## src/rtl/tx_sched_pkg.sv

```systemverilog
// Shared types and constants for the tx port scheduler.
package tx_sched_pkg;

  typedef enum logic [1:0] {
    IDLE,
    STREAM,
    GAP
  } sched_state_t;

  localparam int C_DEFAULT_IFG = 12;
  localparam int C_PKT_CNT_W   = 16;

endpackage

```

## src/rtl/tx_port_scheduler_rr_picker.sv

```systemverilog
// rr_picker: combinational round-robin pick. Returns the first set request
// bit at or above ptr, wrapping modulo P_WIDTH.
module rr_picker #(
  parameter int P_WIDTH = 3,
  localparam int IW = (P_WIDTH > 1) ? $clog2(P_WIDTH) : 1
) (
  input  logic [P_WIDTH-1:0] req,
  input  logic [IW-1:0]      ptr,
  output logic               valid,
  output logic [IW-1:0]      index
);

  logic [P_WIDTH-1:0] rot;
  logic [IW:0]        sum;

  // rotate so bit 0 is the requester sitting at ptr
  assign rot = P_WIDTH'({req, req} >> ptr);

  // lowest set bit of the rotated vector, mapped back to an absolute index
  always_comb begin
    valid = 1'b0;
    sum   = '0;
    for (int k = P_WIDTH - 1; k >= 0; k--) begin
      if (rot[k]) begin
        valid = 1'b1;
        sum   = {1'b0, ptr} + (IW+1)'(k);
      end
    end
    index = (sum >= (IW+1)'(P_WIDTH)) ? IW'(sum - (IW+1)'(P_WIDTH)) : sum[IW-1:0];
  end

endmodule

```

## src/rtl/tx_port_scheduler.sv

```systemverilog
// tx_port_scheduler: packet-aware round-robin scheduler for one tx port.
// A grant is held for a whole packet (through eof), then an inter-frame gap.
// Optional feature: define TX_SCHED_PKT_CNT_EN to add the pkt_cnt_o counter.
module tx_port_scheduler
  import tx_sched_pkg::*;
#(
  parameter int P_WIDTH      = 3,
  parameter int P_IFG_CYCLES = C_DEFAULT_IFG
) (
  input  logic               clk_i,
  input  logic               rst_i,
  input  logic [P_WIDTH-1:0] empty_i,
  input  logic [P_WIDTH-1:0] eof_i,
  output logic [P_WIDTH-1:0] grant_o,
  output logic               tx_ctrl_o,
  output logic               busy_o,
  output logic               underrun_o
`ifdef TX_SCHED_PKT_CNT_EN
  ,
  output logic [C_PKT_CNT_W-1:0] pkt_cnt_o
`endif
);

  localparam int IW = (P_WIDTH > 1) ? $clog2(P_WIDTH) : 1;
  localparam int GW = (P_IFG_CYCLES > 0) ? $clog2(P_IFG_CYCLES + 1) : 1;

  sched_state_t       state_q, state_d;
  logic [IW-1:0]      owner_q, rr_ptr_q, pick_idx;
  logic [GW-1:0]      gap_cnt_q;
  logic [P_WIDTH-1:0] req;
  logic               pick_vld, last_byte;

  assign req = ~empty_i;

  rr_picker #(.P_WIDTH(P_WIDTH)) u_pick (
    .req   (req),
    .ptr   (rr_ptr_q),
    .valid (pick_vld),
    .index (pick_idx)
  );

  // grant/underrun depend only on registered state/owner and the owner's empty flag
  always_comb begin
    grant_o    = '0;
    underrun_o = 1'b0;
    last_byte  = 1'b0;
    if (state_q == STREAM) begin
      if (!empty_i[owner_q]) begin
        grant_o[owner_q] = 1'b1;
        last_byte        = eof_i[owner_q];
      end else begin
        underrun_o = 1'b1;
      end
    end
  end

  assign tx_ctrl_o = |grant_o;
  assign busy_o    = (state_q != IDLE);

  // next-state: arbitrate in IDLE, hold through eof, then run out the gap
  always_comb begin
    state_d = state_q;
    case (state_q)
      IDLE:    if (pick_vld) state_d = STREAM;
      STREAM:  if (last_byte) state_d = (P_IFG_CYCLES == 0) ? IDLE : GAP;
      GAP:     if (gap_cnt_q == '0) state_d = IDLE;
      default: state_d = IDLE;
    endcase
  end

  // state register
  always_ff @(posedge clk_i or posedge rst_i) begin
    if (rst_i) state_q <= IDLE;
    else       state_q <= state_d;
  end

  // owner latched at arbitration; rr pointer advances past owner on eof
  always_ff @(posedge clk_i or posedge rst_i) begin
    if (rst_i) begin
      owner_q  <= '0;
      rr_ptr_q <= '0;
    end else begin
      if (state_q == IDLE && pick_vld) owner_q <= pick_idx;
      if (last_byte) rr_ptr_q <= (owner_q == IW'(P_WIDTH - 1)) ? '0 : owner_q + 1'b1;
    end
  end

  // gap down-counter, loaded on packet end so GAP lasts P_IFG_CYCLES cycles
  always_ff @(posedge clk_i or posedge rst_i) begin
    if (rst_i)                                  gap_cnt_q <= '0;
    else if (last_byte && P_IFG_CYCLES > 0)     gap_cnt_q <= GW'(P_IFG_CYCLES - 1);
    else if (state_q == GAP && gap_cnt_q != '0) gap_cnt_q <= gap_cnt_q - 1'b1;
  end

`ifdef TX_SCHED_PKT_CNT_EN
  // completed-packet counter, wraps naturally at 16 bits
  always_ff @(posedge clk_i or posedge rst_i) begin
    if (rst_i)          pkt_cnt_o <= '0;
    else if (last_byte) pkt_cnt_o <= pkt_cnt_o + 1'b1;
  end
`endif

endmodule
```

## config.mk

```make
export PLATFORM = sky130hd
export DESIGN_NAME = tx_port_scheduler
export DESIGN_NICKNAME = d
export VERILOG_FILES = /design/src/rtl/tx_sched_pkg.sv /design/src/rtl/tx_port_scheduler_rr_picker.sv /design/src/rtl/tx_port_scheduler.sv
export SDC_FILE = /design/constraint.sdc
export NUM_CORES = 1
export LEC_CHECK = 0
export ABC_AREA = 1
export ABC_CLOCK_PERIOD_IN_PS = 3400
export BUFFER_PORTS_ARGS = -buffer_cell sky130_fd_sc_hd__buf_2
export CORE_UTILIZATION = 46
export CTS_CLUSTER_DIAMETER = 30
export DETAILED_ROUTE_END_ITERATION = 10
export PLACE_DENSITY = 0.75
export SLEW_MARGIN = 15
export SYNTH_ARGS = -nofsm -noshare
export SYNTH_HDL_FRONTEND = slang
export SYNTH_SLANG_ARGS = --single-unit
```

## constraint.sdc

```tcl
create_clock -name clk_i -period 3.4 [get_ports clk_i]
set_input_delay 0.51 -clock clk_i [delete_from_list [all_inputs] [get_ports clk_i]]
set_output_delay 0.51 -clock clk_i [all_outputs]
set_load 0.05 [all_outputs]
```

## Word-level counts from Yosys, hierarchy flattened

Cells that the tools add are included.

| storage, ports and cells | value |
|---|---|
| register bits after elaboration | 10 |
| input port bits | 8 |
| output and inout bits | 6 |

| cells by class | value |
|---|---|
| add/subtract/negate cells | 5 |
| $lt $le $gt $ge | 3 |
| eq/ne operators | 6 |
| shifts and indexed selects | 1 |
| mux-type cells | 26 |
| bitwise logic cells | 1 |
| reduce and logical (&&, ||, !) cells | 10 |

Operators by type and width:

| operator | number |
|---|---|
| 3-bit two-way mux | 5 |
| 1-bit two-way mux | 10 |
| 2-bit two-way mux | 5 |
| 4-bit two-way mux | 2 |
| 2-bit != test (second input constant) | 3 |
| 2-bit one-hot mux with 3 select lines | 1 |
| 6-bit by 2-bit right shift with 3-bit output | 1 |
| 1-bit binary-select mux with 2-bit select | 2 |
| 2-bit == test (second input constant) | 2 |
| 4-bit logical NOT | 1 |
| 2-bit nonzero test | 2 |
| 4-bit nonzero test | 1 |
| 4-bit by 1-bit subtractor with 4-bit output (second input constant) | 1 |
| 2-bit by 1-bit adder with 3-bit output (second input constant) | 1 |
| 2-bit by 2-bit adder with 3-bit output (second input constant) | 1 |
| 3-bit by 2-bit greater-or-equal comparator with 1-bit output (second input constant) | 1 |
| 1-bit logical AND | 3 |
| 2-bit by 3-bit < comparator with 1-bit output (second input constant) | 1 |
| 3-bit inverter | 1 |
| 3-bit AND reduction | 1 |
| 3-bit OR reduction | 1 |
| 2-bit by 1-bit adder with 2-bit output (second input constant) | 1 |
| 1-bit demux with 2-bit select | 1 |
| 2-bit by 1-bit == test with 1-bit output (second input constant) | 1 |
| other kinds (3) | 3 |

## Logic depth before layout (Yosys ltp)

Gate-level depths: netlist of run 1.

| depth | value |
|---|---|
| depth after elaboration | 7 |
| gate-level depth with buffers | 15 |
| mapped depth without buffers | 14 |

## By module

From an unflattened synthesis of run 1, not the netlist that was laid out.

| second synthesis, totals | value |
|---|---|
| cell total of the unflattened synthesis | 134 |
| area, all modules | 870.8 µm² |

By module, submodules not included:

| module | instances | cells an instance | area each (µm²) | sequential area each (µm²) |
|---|---|---|---|---|
| tx_port_scheduler | 1 | 88 | 638.1 | 250.2 |
| rr_picker | 1 | 46 | 232.7 | 0.0 |

## Least setup slack after synthesis of run 1

OpenSTA, ideal clock, no wires.

| path | value |
|---|---|
| kind | input-to-output |
| start | input empty_i[0] |
| end | output tx_ctrl_o |
| data arrival time | 1.712 ns |
| required time | 2.890 ns |
| slack | 1.178 ns |
| stages on the path | 7 |
| path buffers | 0 |
| cell sequence | inv_1 -> nor2_1 -> a21oi_2 -> o21ai_2 -> inv_1 -> nand2_1 -> a21oi_1 |

| on the way | value |
|---|---|
| word-level cells in the longest chain between the ends | 5 |

RTL lines:

| element | RTL line | RTL |
|---|---|---|
| start, declared | tx_port_scheduler.sv:12 | `input logic [P_WIDTH-1:0] empty_i,` |
| 1-bit binary-select mux with 2-bit select | tx_port_scheduler.sv:48 | `if (!empty_i[owner_q]) begin` |
| 1-bit two-way mux (not written as such) | tx_port_scheduler.sv:48 |  |
| 3-bit two-way mux | tx_port_scheduler.sv:48 |  |
| 3-bit two-way mux | tx_port_scheduler.sv:47 | `if (state_q == STREAM) begin` |
| 3-bit OR reduction | tx_port_scheduler.sv:57 | `assign tx_ctrl_o = \|grant_o;` |
| end, declared | tx_port_scheduler.sv:15 | `output logic tx_ctrl_o,` |

No other way between the ends. The select of a mux whose other input is x is not followed.

## Worst setup path after layout of run 1

| path | value |
|---|---|
| start | register owner_q[1] |
| end | output tx_ctrl_o |

| on the way | value |
|---|---|
| word-level cells in the longest chain between the ends | 7 |

RTL lines:

| element | RTL line | RTL |
|---|---|---|
| start, declared | tx_port_scheduler.sv:28 | `logic [IW-1:0] owner_q, rr_ptr_q, pick_idx;` |
| start signal, assigned | tx_port_scheduler.sv:83 | `if (state_q == IDLE && pick_vld) owner_q <= pick_idx;` |
| 2-bit by 3-bit < comparator with 1-bit output (not written as such) or 2-bit by 1-bit greater-or-equal comparator with 1-bit output (tied branches) | tx_port_scheduler.sv:49 | `grant_o[owner_q] = 1'b1;` |
| 1-bit logical AND (not written as such) | tx_port_scheduler.sv:49 |  |
| 1-bit two-way mux (not written as such) | tx_port_scheduler.sv:49 |  |
| 1-bit demux with 2-bit select | tx_port_scheduler.sv:49 |  |
| 3-bit two-way mux * | tx_port_scheduler.sv:48 |  |
| 3-bit two-way mux * | tx_port_scheduler.sv:47 |  |
| 3-bit OR reduction * | tx_port_scheduler.sv:57 |  |

Every way passes the cells marked *; elsewhere a longest branch is shown, timed or not. The select of a mux whose other input is x is not followed.

==> flow_metrics.tcl, run 1 <==
set metrics [dict create \
    drt_wl_total_mm 1.722 \
    fin_skew_ps 2.335 \
    grt.total_usage_pct 20.37 \
    clk_path_buf_depth 2 \
    synth_top_cell_by_area "dfrtp_1" \
    port_buffers 13 \
    cts_tree "built" \
    min_period_ps 2220 \
    cts-resized-gates 0 \
    crit_family "flip-flops" \
    drive_gt1_share_pct 27.14 \
    status "completed" \
    stdcell_count 165 \
    synthMuxAreaShare_pct 0 \
    min_path_type "in -> async" \
    ys_ff_latch 10 \
    dieArea_um2 2048 \
    overflow 0 \
    synthAdderAreaFrac_pct 5.814 \
    wl_per_cell_um 10.44 \
    synth_xor_area_share_pct 2.035 \
    layout-area-overhead-vs-synth_pct 14.10 \
    via_per_inst 4.879 \
    num_vias 805 \
    io_pins 14 \
    synth_area_um2 860.8 \
    syn_avg_cell_area_um2 6.942 \
    die_y_um 45.26 \
    tightest_slew_ps 403.8 \
    p_leak_nw 0.5601 \
    fin_crit_sh_pct 65.30 \
    arrival_ps 1710 \
    peakVddDrop_uv 566.1 \
    power_mw 1.070 \
    worstSetupPathType "reg -> out" \
    synth_warnings 0 \
    finalHoldViolCount 0 \
    numPlacedInstances 161 \
    drv_cap 0 \
    utilization_pct 56.27 \
    path_cells "inv_1, nand2_2, nor2_1, a21oi_2, o21ai_2, inv_1, nand2_1, a21oi_1, buf_2" \
    cts_sinks 10 \
    slew_violations 0 \
    rsz0062_at_grt "false" \
    start_util_pct 49.32 \
    nets 153 \
    drc 0 \
    crit_path_end_kind "primary output" \
    gp_congestion 0.8147 \
    cp-start-kind "flip-flop" \
    synthesis.nets 136 \
    slowest_delay_ps 430 \
    drtAntennaViolNets 0 \
    clock_latency_ps 270 \
    grt_pass1_wl_mm 2.980 \
    design.core.area_um2 1745 \
    post_cts_buffers 0 \
    die_w_um 45.26 \
    finalSetupTns_ps 0 \
    synth_top_family_by_area "simple AND/OR/NAND/NOR gates" \
    dpl.hpwl_mm 1.396 \
    fmax_mhz 450.4 \
    setup_viol 0 \
    antenna_found_initial 0 \
    std_cell_rows 15 \
    cellPowerDensity_nw_per_um2 1089 \
    fill_cells 177 \
    maxSlewHeadroom_pct 73.08 \
    cts_hold_buf 0 \
    syn_inst 124 \
    drtPass1Iterations 4 \
    synth.top_cell.area_share_pct 29.07 \
    crit_slowest_cell "dfrtp_1" \
    numCtsBuffers 3 \
    synth-simple-area-share_pct 42.73 \
    clkTransAtPathRegs_ps 70 \
    cp_common_cell "inv_1" \
    cp_num_buf_inv 3 \
    synth_area_leaders "dfrtp_1 (29%), nand2_1 (16%), inv_1 (7.8%)" \
    ys_types 26 \
    ys_seq_area_share_pct 29.07 \
    synth_compound_area_share_pct 9.593 \
    grt_max_degree 11 \
    crit_required_ps 2890 \
    diodes 0 \
    htree_levels 1 \
    cts-root-buf "clkbuf_4" \
    grt_pass1_vias 719 \
    dr.first_iter.drc_count 17 \
    critPathMaxFanout 5 \
]
-- stage by stage --
step	hold slack, ps	setup slack (ps)	instance area (µm²)
finish	189.8	1180	982.2
global route	223.4	1033	982.2
CTS	197.8	1173	982.2
detailed placement	495.8	1362	945.9
global placement	492.5	1422	945.9
floorplan	350.2	1178	860.8
-- state kept, by name (all words and copies together) (netlist names) --
signal     flops
rr_ptr_q       2
gap_cnt_q      4
owner_q        2
state_q        2
-- Yosys cell counts, drive strengths merged --
cell type  instances
nor4               1
ha                 4
o21ai              5
dfrtp             10
a21oi              7
nand2             45
nand4              1
and2               1
buf                1
nand3             11
xnor2              1
nand3b             2
o31ai              1
xor2               1
inv               21
nor2              12
-- layout make-up --
type / count / area, µm² / area share [%]
sequential: 10 / 250.2 / 25.48
multi-input combinational: 92 / 518.0 / 52.74
clock buffer: 4 / 36.28 / 3.694
inverter: 21 / 81.33 / 8.280
tap: 25 / 31.28 / 3.185
timing repair buffer: 13 / 65.06 / 6.624
-- logic make-up (layout without fill, tap and decap cells) --
| logic type | Yosys count | in the layout |
|---|---|---|
| AOI/OAI and AO/OA | 13 | 13 |
| xor gates and xnor gates | 2 | 2 |
| adders and majority gates | 4 | 4 |
| buffers and inverters | 22 | 38 |
| DFF | 10 | 10 |
| and+or+nand+nor | 73 | 73 |
-- power by group --
part	leakage (nW)	internal, mW	switching, mW
clock network	0.0210	0.0651	0.0441
registers	0.121	0.174	0.0675
logic	0.418	0.229	0.491
-- path summary, 6_finish.rpt --
path	from	end	cells past startpoint	slack [ps]
max	owner_q[1]$_DFFE_PP0P_	tx_ctrl_o	9	1180
min	rst_i	owner_q[0]$_DFFE_PP0P_	2	190
max reg2reg	rr_ptr_q[0]$_DFFE_PP0P_	owner_q[0]$_DFFE_PP0P_	12	1420
min reg2reg	gap_cnt_q[3]$_DFFE_PP0P_	gap_cnt_q[3]$_DFFE_PP0P_	2	520
max in group asynchronous	rst_i	gap_cnt_q[0]$_DFFE_PP0P_	2	2950
min in group clk_i	gap_cnt_q[3]$_DFFE_PP0P_	gap_cnt_q[3]$_DFFE_PP0P_	2	520
-- layout by cell type (no fill, tap or decap), types with 3 or more instances in the layout --
cell,n
nand2_1,37
inv_1,18
buf_2,13
nor2_1,10
dfrtp_1,10
nand3_1,7
a21oi_1,5
nand2_2,5
nand3_2,4
ha_1,4
nand2_4,3
clkbuf_4,3
-- routing by layer --
metal | global-route usage, % | vias up | part of all wire, %
met4 | 5.455 | 0 | 0.81
met2 | 35.07 | 11 | 50
met1 | 24.62 | 375 | 46
met3 | 6.000 | 2 | 2.6
met5 | 0 | - | 0
li1 | - | 417 | -
(Power assumes the default switching activity.)
==> run 2, diff against run 1 <==
--- a/config.mk
+++ b/config.mk
@@ -5,13 +5,13 @@
 export SDC_FILE = /design/constraint.sdc
 export NUM_CORES = 1
 export LEC_CHECK = 0
-export ABC_AREA = 1
-export ABC_CLOCK_PERIOD_IN_PS = 3400
+export ABC_AREA = 0
+export ABC_CLOCK_PERIOD_IN_PS = 2000
 export BUFFER_PORTS_ARGS = -buffer_cell sky130_fd_sc_hd__buf_2
 export CORE_UTILIZATION = 46
 export CTS_CLUSTER_DIAMETER = 30
 export DETAILED_ROUTE_END_ITERATION = 10
-export PLACE_DENSITY = 0.75
+export PLACE_DENSITY = 0.78
 export SLEW_MARGIN = 15
 export SYNTH_ARGS = -nofsm -noshare
 export SYNTH_HDL_FRONTEND = slang
==> constraint.sdc (replaced) <==
create_clock -name clk_i -period 2 [get_ports clk_i]
set_input_delay 0.3 -clock clk_i [delete_from_list [all_inputs] [get_ports clk_i]]
set_output_delay 0.3 -clock clk_i [all_outputs]
set_load 0.05 [all_outputs]
==> flow_metrics.tcl, run 2 <==
set metrics [dict create \
    clkTransAtPathRegs_ps 60 \
    crit_path_end_kind "flip-flop" \
    cts_tree "built" \
    finalSetupTns_ps -48.04 \
    layout_commonest_cell "buf_4" \
    critPathMaxFanout 6 \
    fill_cells 131 \
    synth_warnings 0 \
    largest_register "gap_cnt_q" \
    syn_avg_cell_area_um2 8.705 \
    htree_levels 1 \
    ys_ff_latch 10 \
    worstSetupPathType "reg -> reg" \
    synth_area_leaders "dfrtp_1 (31%), ha_1 (6.1%), nand2_1 (4.6%)" \
    arrival_ps 2170 \
    port_buffers 13 \
    fin_area_um2 1091 \
    synthesis.nets 106 \
    synth_ff_type "dfrtp_1" \
    drive_gt1_share_pct 44.72 \
    peakVddDrop_uv 734.7 \
    dieArea_um2 1951 \
    setup_viol 2 \
    drv_cap 0 \
    design.core.area_um2 1577 \
    cellPowerDensity_nw_per_um2 1607 \
    grt_util_met2_pct 41.47 \
    overflow 0 \
    cts_hold_buf 0 \
    grt-busiest-layer "met2" \
    std_cell_rows 14 \
    synth_area_um2 818.3 \
    drtAntennaViolNets 0 \
    io_pins 14 \
    drt_wl_total_mm 2.047 \
    final_cell_mix "buf_4 (19), nand2_1 (10), inv_1 (9), buf_2 (9), dfrtp_1 (8)" \
    dpl.hpwl_mm 1.462 \
    ys_seq_area_share_pct 30.58 \
    start_util_pct 51.90 \
    die_y_um 44.18 \
    grt_pass1_wl_mm 3.263 \
    status "finished, violations left" \
    nets 137 \
    grt_pass1_vias 781 \
    crit_required_ps 2140 \
    grt_max_degree 11 \
    cp.depth 10 \
    layout-area-overhead-vs-synth_pct 33.33 \
    finalHoldViolCount 0 \
    crit_slowest_cell "dfrtp_2" \
    async_flop_share_pct 100.0 \
    fmax_mhz 493.4 \
    diodes 0 \
    fin_ws_ps -26.92 \
    use_met1_pct 26.29 \
    syn_inst 94 \
    synth.top_cell.area_share_pct 30.58 \
    gp_congestion 0.8062 \
    drtPass1Iterations 7 \
    power_mw 1.754 \
    antenna_found_initial 0 \
    clock_latency_ps 260 \
    fin_skew_ps 1.787 \
    drc 2 \
    path_cells "buf_6, a21oi_2, nor2_2, a221oi_2, inv_1, ha_2, a311oi_2, buf_4, o31a_1, o31ai_1" \
    tightest_slew_ps 400.2 \
    num_vias 805 \
    largest_reg_flops 4 \
    min_path_type "in -> async" \
    violations "design-rule violations, negative setup slack" \
    use_met3_pct 6.531 \
    fin_crit_sh_pct 101.3 \
    min_period_ps 2027 \
    synth_edf_count 0 \
    clk_path_buf_depth 2 \
    crit_family "compound AO/OA/AOI/OAI gates" \
    cp-start-kind "flip-flop" \
    dr.first_iter.drc_count 19 \
    cts_sinks 10 \
    numCtsBuffers 3 \
    wl_per_cell_um 14.73 \
    cp_num_buf_inv 3 \
    slowest_delay_ps 450 \
    synth_top_cell_by_area "dfrtp_1" \
    placedInstanceArea_um2 984.7 \
    die_w_um 44.18 \
    cts-root-buf "clkbuf_4" \
    grt.total_usage_pct 23.27 \
    via_per_inst 5.791 \
    maxSlewHeadroom_pct 73.29 \
    ys_types 44 \
    rsz0062_at_grt "true" \
    rr_worst_depth 10 \
    p_leak_nw 0.5331 \
    stdcell_count 139 \
    yosys-top-cells-count "dfrtp_1 (10), nand2_1 (10), inv_1 (9)" \
    numPlacedInstances 131 \
    slew_violations 0 \
]
==> run 2: cell types whose count changed after synthesis, moves of 3 or more <==
cell and delta:
nand2_1 -27, nand2_4 -3, nand2_2 -5, nand2b_1 +3, nor2_1 -3, nand3_1 -6
inv_1 -9, mux2i_1 +3, nand3_2 -4
==> run 2: logic make-up after synthesis <==
group                      after synthesis  share of synthesized area (%)
buffers and inverters                   15                          9.480
adders and majority gates                4                          6.116
muxes                                    5                          6.422
xor gates and xnor gates                 3                          3.212
and+or+nand+nor                         38                          26.30
AOI/OAI and AO/OA                       19                          17.89
DFF                                     10                          30.58
==> run 2: cell type report <==
| cell class | instances | area, µm² | area share [%] |
|---|---|---|---|
| Sequential cell | 10 | 252.7 | 23.17 |
| Tap cell | 16 | 20.02 | 1.835 |
| Inverter | 9 | 33.78 | 3.096 |
| Clock buffer | 3 | 22.52 | 2.064 |
| Timing Repair Buffer | 32 | 221.5 | 20.30 |
| Multi-Input combinational cell | 69 | 540.5 | 49.54 |
==> run 2: through the flow <==
step                      setup WS [ps]  hold WS [ps]  utilization (%)
final                            -26.92         13.79            69.21
after detailed placement         -145.8         300.3            62.46
after global placement           -12.83         292.8            62.46
after floorplan                  -155.6         140.2                -
after CTS                        -35.31         20.13            66.43
after global routing             -176.5         39.51            69.21
==> run 2: worst paths after layout <==
| path | slack, ps | start | to |
|---|---|---|---|
| max | -30 | rr_ptr_q[1]$_DFFE_PP0P_ | owner_q[0]$_DFFE_PP0P_ |
| max in group asynchronous | 1680 | rst_i | rr_ptr_q[0]$_DFFE_PP0P_ |
| min | 10 | rst_i | owner_q[1]$_DFFE_PP0P_ |
| min in group clk_i | 490 | eof_i[1] | state_q[0]$_DFFE_PP0P_ |
| max reg2reg | -30 | rr_ptr_q[1]$_DFFE_PP0P_ | owner_q[0]$_DFFE_PP0P_ |
| min reg2reg | 540 | gap_cnt_q[1]$_DFFE_PP0P_ | gap_cnt_q[1]$_DFFE_PP0P_ |
==> run 2: what timing repair did <==
action,CTS,global route
pin swaps,9,6
hold endpoints to repair,0,0
gates resized for setup,8,8
setup buffers,3,2
endpoints found under the setup margin,3,7
==> run 2: report_power, final <==
| group | switching, mW | internal, mW | total, mW |
|---|---|---|---|
| sequential | 0.0940 | 0.297 | 0.391 |
| combinational | 0.675 | 0.552 | 1.23 |
| clock | 0.0661 | 0.0695 | 0.136 |
| total | 0.835 | 0.919 | 1.75 |
==> run 2: metal layers <==
layer	vias to the layer above	share of wire [%]	routed length [µm]
met5	-	0	0
met4	0	2.3	47
met3	6	4.9	101
met2	31	50	1023
met1	380	43	874
li1	388	-	-
